--- src/rtl/cpu_pkg.sv ---
// Datapath-wide constants shared by decode, register file and writeback.
// Register 0 is the MIPS hardwired-zero register.
package cpu_pkg;

  localparam int DATA_W   = 32;
  localparam int ADDR_W   = 5;
  localparam int NUM_REGS = 32;

  localparam logic [ADDR_W-1:0] REG_ZERO = 5'd0;

  function automatic logic is_zero_reg(input logic [ADDR_W-1:0] addr);
    return addr == REG_ZERO;
  endfunction

endpackage

--- src/rtl/regfile_read_port.sv ---
// Combinational NUM_REGS:1 read mux over the flattened register array.
// Address REG_ZERO is forced to 0 regardless of what the storage holds.
module regfile_read_port
  import cpu_pkg::*;
#(
  parameter int DATA_W   = cpu_pkg::DATA_W,
  parameter int ADDR_W   = cpu_pkg::ADDR_W,
  parameter int NUM_REGS = cpu_pkg::NUM_REGS
) (
  input  logic [NUM_REGS*DATA_W-1:0] regs,
  input  logic [ADDR_W-1:0]          addr,
  output logic [DATA_W-1:0]          data
);

  logic [DATA_W-1:0] sel;

  always_comb begin
    sel = regs[int'(addr)*DATA_W +: DATA_W];
    data = (addr == ADDR_W'(0)) ? '0 : sel;
  end

endmodule

--- src/rtl/register_file.sv ---
// 32x32 MIPS register file: two zero-latency read ports, one write port
// captured on the rising edge; synchronous reset wins over a same-edge write.
module register_file
  import cpu_pkg::*;
#(
  parameter int DATA_W   = cpu_pkg::DATA_W,
  parameter int ADDR_W   = cpu_pkg::ADDR_W,
  parameter int NUM_REGS = cpu_pkg::NUM_REGS
) (
  input  logic              clk,
  input  logic              rst,
  input  logic [ADDR_W-1:0] read_addr1,
  input  logic [ADDR_W-1:0] read_addr2,
  input  logic [ADDR_W-1:0] write_addr,
  input  logic [DATA_W-1:0] write_data,
  input  logic              e_write,
  output logic [DATA_W-1:0] read_d1,
  output logic [DATA_W-1:0] read_d2
);

  logic [NUM_REGS*DATA_W-1:0] regs_flat;
  logic [NUM_REGS-1:0]        wr_sel;

  // r0 has no storage at all, so no write path can ever make it nonzero.
  assign regs_flat[DATA_W-1:0] = '0;
  assign wr_sel[0]             = 1'b0;

  for (genvar i = 1; i < NUM_REGS; i++) begin : g_reg
    logic [DATA_W-1:0] q;

    assign wr_sel[i] = e_write && (write_addr == ADDR_W'(i));

    always_ff @(posedge clk) begin
      if (rst) begin
        q <= '0;
      end else if (wr_sel[i]) begin
        q <= write_data;
      end
    end

    assign regs_flat[i*DATA_W +: DATA_W] = q;
  end

  regfile_read_port #(
    .DATA_W  (DATA_W),
    .ADDR_W  (ADDR_W),
    .NUM_REGS(NUM_REGS)
  ) u_rd1 (
    .regs(regs_flat),
    .addr(read_addr1),
    .data(read_d1)
  );

  regfile_read_port #(
    .DATA_W  (DATA_W),
    .ADDR_W  (ADDR_W),
    .NUM_REGS(NUM_REGS)
  ) u_rd2 (
    .regs(regs_flat),
    .addr(read_addr2),
    .data(read_d2)
  );

endmodule

--- config.mk ---
export PLATFORM = sky130hd
export DESIGN_NAME = register_file
export DESIGN_NICKNAME = d
export VERILOG_FILES = /design/src/rtl/cpu_pkg.sv /design/src/rtl/regfile_read_port.sv /design/src/rtl/register_file.sv
export SDC_FILE = /design/constraint.sdc
export NUM_CORES = 2
export LEC_CHECK = 0
export ABC_AREA = 1
export ABC_CLOCK_PERIOD_IN_PS = 2100
export CORE_MARGIN = 2
export CORE_UTILIZATION = 43
export CTS_CLUSTER_SIZE = 24
export DETAILED_ROUTE_END_ITERATION = 16
export PLACE_DENSITY = 0.61
export SETUP_SLACK_MARGIN = 0.4
export SYNTH_ARGS = -nofsm -noshare
export SYNTH_HDL_FRONTEND = slang
export SYNTH_SLANG_ARGS = --single-unit
--- constraint.sdc ---
create_clock -name clk -period 2.1 [get_ports clk]
set_input_delay 0.42 -clock clk [delete_from_list [all_inputs] [get_ports clk]]
set_output_delay 0.42 -clock clk [all_outputs]
set_load 0.02 [all_outputs]
==> impl_metrics.tcl <==
set metrics [dict create \
    status "finished, violations left" \
    violations "negative setup slack" \
    path_buf_inv 2 \
    final-instance-count-excl-fill 10750 \
    hpwl_microns 150000 \
    yosysUniqueCellTypes 16 \
    critPathTopFamily "simple AND/OR/NAND/NOR gates" \
    p_seq_frac 0.397 \
    yosys_warnings 0 \
    clock_skew_ns 0 \
    tightest_slew_ns 0.583 \
    drt_iter0_drc 8517 \
    cts.sinks 992 \
    grtUsageTotal 0.351 \
    worstPathArrival_ns 1.93 \
    die_h_microns 363 \
    cp-endpoint "read_d1[4]" \
    chipWidth_microns 363 \
    grt-ovfl-total 0 \
    drc 0 \
    critical_path_depth 10 \
    grt_pass1_wl_microns 361000 \
    drive_above_1_share 0.265 \
    synth_top_area_cell "dfxtp_1" \
    rsz0062_at_grt "yes" \
    met3_usage 0.0644 \
    htreeDepth 3 \
    dieArea_sq_mm 0.132 \
    min_path_type "register to register" \
    routed_via_density 5.94 \
    synth_cells 8845 \
    row_count 131 \
    crit_path_cell_trace "buf_6 > nand2_2 > nand3_2 > nand2_2 > nand2_2 > nand3_2 > nand2_2 > nand2_2 > nand2_4 > buf_12" \
    grtUsageMet2 0.526 \
    power_density_mw_per_mm2 661 \
    clock_latency_ns 0.75 \
    crit_type "register to output pin" \
    p_leak_nw 30.7 \
    area_delta_synth_final_pct 31.4 \
    grt_max_degree 101 \
    setup_viol 64 \
    synth-seq-cells 992 \
    fp.coreArea_sq_mm 0.128 \
    largest_reg_flops 992 \
    setup_ws_ns -0.247 \
    synth_nets 8895 \
    placed_cells 10412 \
    cp-end-kind "output pin" \
    crit_path_max_incr_delay_ns 0.33 \
    synth_area_sq_mm 0.0555 \
    synth_top_cell_area_share 0.358 \
    clock_path_buffers 3 \
    cts_tree "built" \
    finalCritPeriodShare 1.12 \
    port_buffers 113 \
    finalHoldViolCount 0 \
    crit_fanout 2 \
    p_int_mw 34.0 \
    period_needed_ns 2.35 \
    met1_usage 0.487 \
    reg2reg_to "g_reg[19].q[27]" \
    cp-start-kind "register" \
    fmax_ghz 0.426 \
    grt_pass1_vias 58377 \
    reg2reg_depth 3 \
    via_count 63896 \
    pwr-share-comb 0.185 \
    ys_seq_area_frac 0.358 \
    ir_drop_mv 0.610 \
    postRouteAntennaNets 0 \
    synth.area.top_cells "dfxtp_1 36%, nand2_1 16%, nand3_1 16%" \
    wirelength_microns 244000 \
    cts_root_buffer "clkbuf_16" \
    clkPwrFrac 0.418 \
    top_register "g.q" \
    initial_utilization 0.434 \
    gp_congestion 0.939 \
    switching_share 0.296 \
    maxCapViolCount 0 \
    largestRegisters "g.q (992)" \
    rrSetupSlack_ns 1.28 \
    grt-busiest-layer "met2" \
    cp.required_ns 1.68 \
    ios 114 \
    numCtsBuffers 111 \
    slew_headroom 0.611 \
    power_switching_mw 14.3 \
    first_pass_iters 7 \
    detail_route.wl_per_cell_microns 22.7 \
    rr_startpoint "g_reg[19].q[27]" \
    crit_top_cell "nand2_2" \
    cp-startpoint "g_reg[6].q[4]" \
    drv_slew 0 \
    clkTransAtPathRegs_ns 0.06 \
    syn_avg_cell_area_sq_um 6.28 \
    power_mw 48.2 \
    slowest_stage "dfxtp_2" \
    nets 9049 \
    antenna_found_initial 4 \
]
placed cells by master, fill, tap and decap left out, types with 3 or more instances in the layout:
master	netlist	routed
nor2_4	1	6
nand2_1	2427	2096
a21oi_2	0	32
a211oi_1	832	832
clkbuf_16	0	134
nand2_2	8	274
nand4_1	96	96
nor2_2	5	4
inv_16	0	3
nand3_1	1733	1395
clkdlybuf4s50_1	0	38
a21oi_1	192	160
bufbuf_16	0	4
clkinv_2	0	17
clkbuf_1	404	35
clkbuf_8	0	22
buf_16	0	38
inv_1	846	544
inv_2	7	301
nor2_1	873	869
dfxtp_1	992	612
buf_12	0	245
nand2_4	0	63
inv_6	0	5
buf_8	0	21
buf_6	0	102
nand3_4	0	18
dfxtp_2	0	378
bufinv_16	0	8
nand3_2	0	320
buf_4	8	400
per-layer routing:
| layer | part of all wire | routed length (microns) |
|---|---|---|
| met5 | 0 | 0 |
| met3 | 0.12 | 28400 |
| met4 | 0.048 | 11700 |
| met2 | 0.43 | 104000 |
| met1 | 0.41 | 100000 |
synthesized netlist by cell type:
| library cell | number |
|---|---|
| a211oi_1 | 832 |
| a21oi_1 | 192 |
| buf_1 | 125 |
| buf_2 | 296 |
| buf_4 | 8 |
| clkbuf_1 | 404 |
| dfxtp_1 | 992 |
| inv_1 | 846 |
| inv_2 | 7 |
| nand2_1 | 2427 |
| nand2_2 | 8 |
| nand3_1 | 1733 |
| nand4_1 | 96 |
| nor2_1 | 873 |
| nor2_2 | 5 |
| nor2_4 | 1 |
cell type report:
class                           count  area (sq um)
Sequential cell                   992         20300
Clock inverter                     31           410
Antenna cell                        2          5.00
Timing Repair inverter              1          11.3
Inverter                          853          3290
Multi-Input combinational cell   6167         32100
Tap cell                         1662          2080
Clock buffer                      169          3240
Timing Repair Buffer              873         11500
Fill cell                       11850         54900
kinds of logic (layout without fill, tap and decap cells):
kind of cell	after synthesis	after routing	share of synthesized area
simple gates	5143	5143	0.392
other cells	0	2	0
compound gates	1024	1024	0.130
flops	992	992	0.358
buf+inv	1686	1927	0.121
power by group through the flow:
stage / Combinational (mW) / Clock, mW / Sequential [mW]
after global placement: 7.38 / 0 / 19.5
after global routing: 9.33 / 21.0 / 19.2
final: 8.90 / 20.1 / 19.2
after floorplan: 4.28 / 0 / 19.5
after CTS: 8.09 / 20.2 / 19.2
after detailed placement: 7.41 / 0 / 19.6
tightest hold or removal path, cell delays in order (launching register included):
cell	delay, ns
dfxtp_2	0.32
inv_2	0.04
a211oi_1	0.05
stage by stage:
stage	util	worst slack, ns	cell area (sq um)	hold WS, ns	setup TNS [ns]
finish	0.571	-0.247	73000	0.460	-11.86
global route	0.571	-0.284	73000	0.474	-14.63
CTS	0.548	-0.272	70000	0.463	-11.58
detailed placement	0.497	-0.648	63600	0.466	-143.72
global placement	0.497	-0.653	63600	0.464	-123.67
floorplan	-	0.259	57100	0.454	0
worst min-delay path by stage:
stage | start | end | cells past startpoint
6_report | g_reg[30].q[3] | g_reg[30].q[3] | 2
5_1_grt | g_reg[3].q[6] | g_reg[3].q[6] | 2
4_1_cts | g_reg[22].q[5] | g_reg[22].q[5] | 2
3_5_place_dp | g_reg[22].q[16] | g_reg[22].q[16] | 2
3_3_place_gp | g_reg[27].q[12] | g_reg[27].q[12] | 2
2_1_floorplan | g_reg[18].q[10] | g_reg[18].q[10] | 2
repair_timing:
action,CTS,global route
cloned,21,22
hold buffers,1,0
buffers inserted,54,38
setup endpoints to repair,64,94
resized for setup,978,775
endpoints found under the hold margin,2,0
pin swaps,227,349
(Power assumes the default switching activity.)
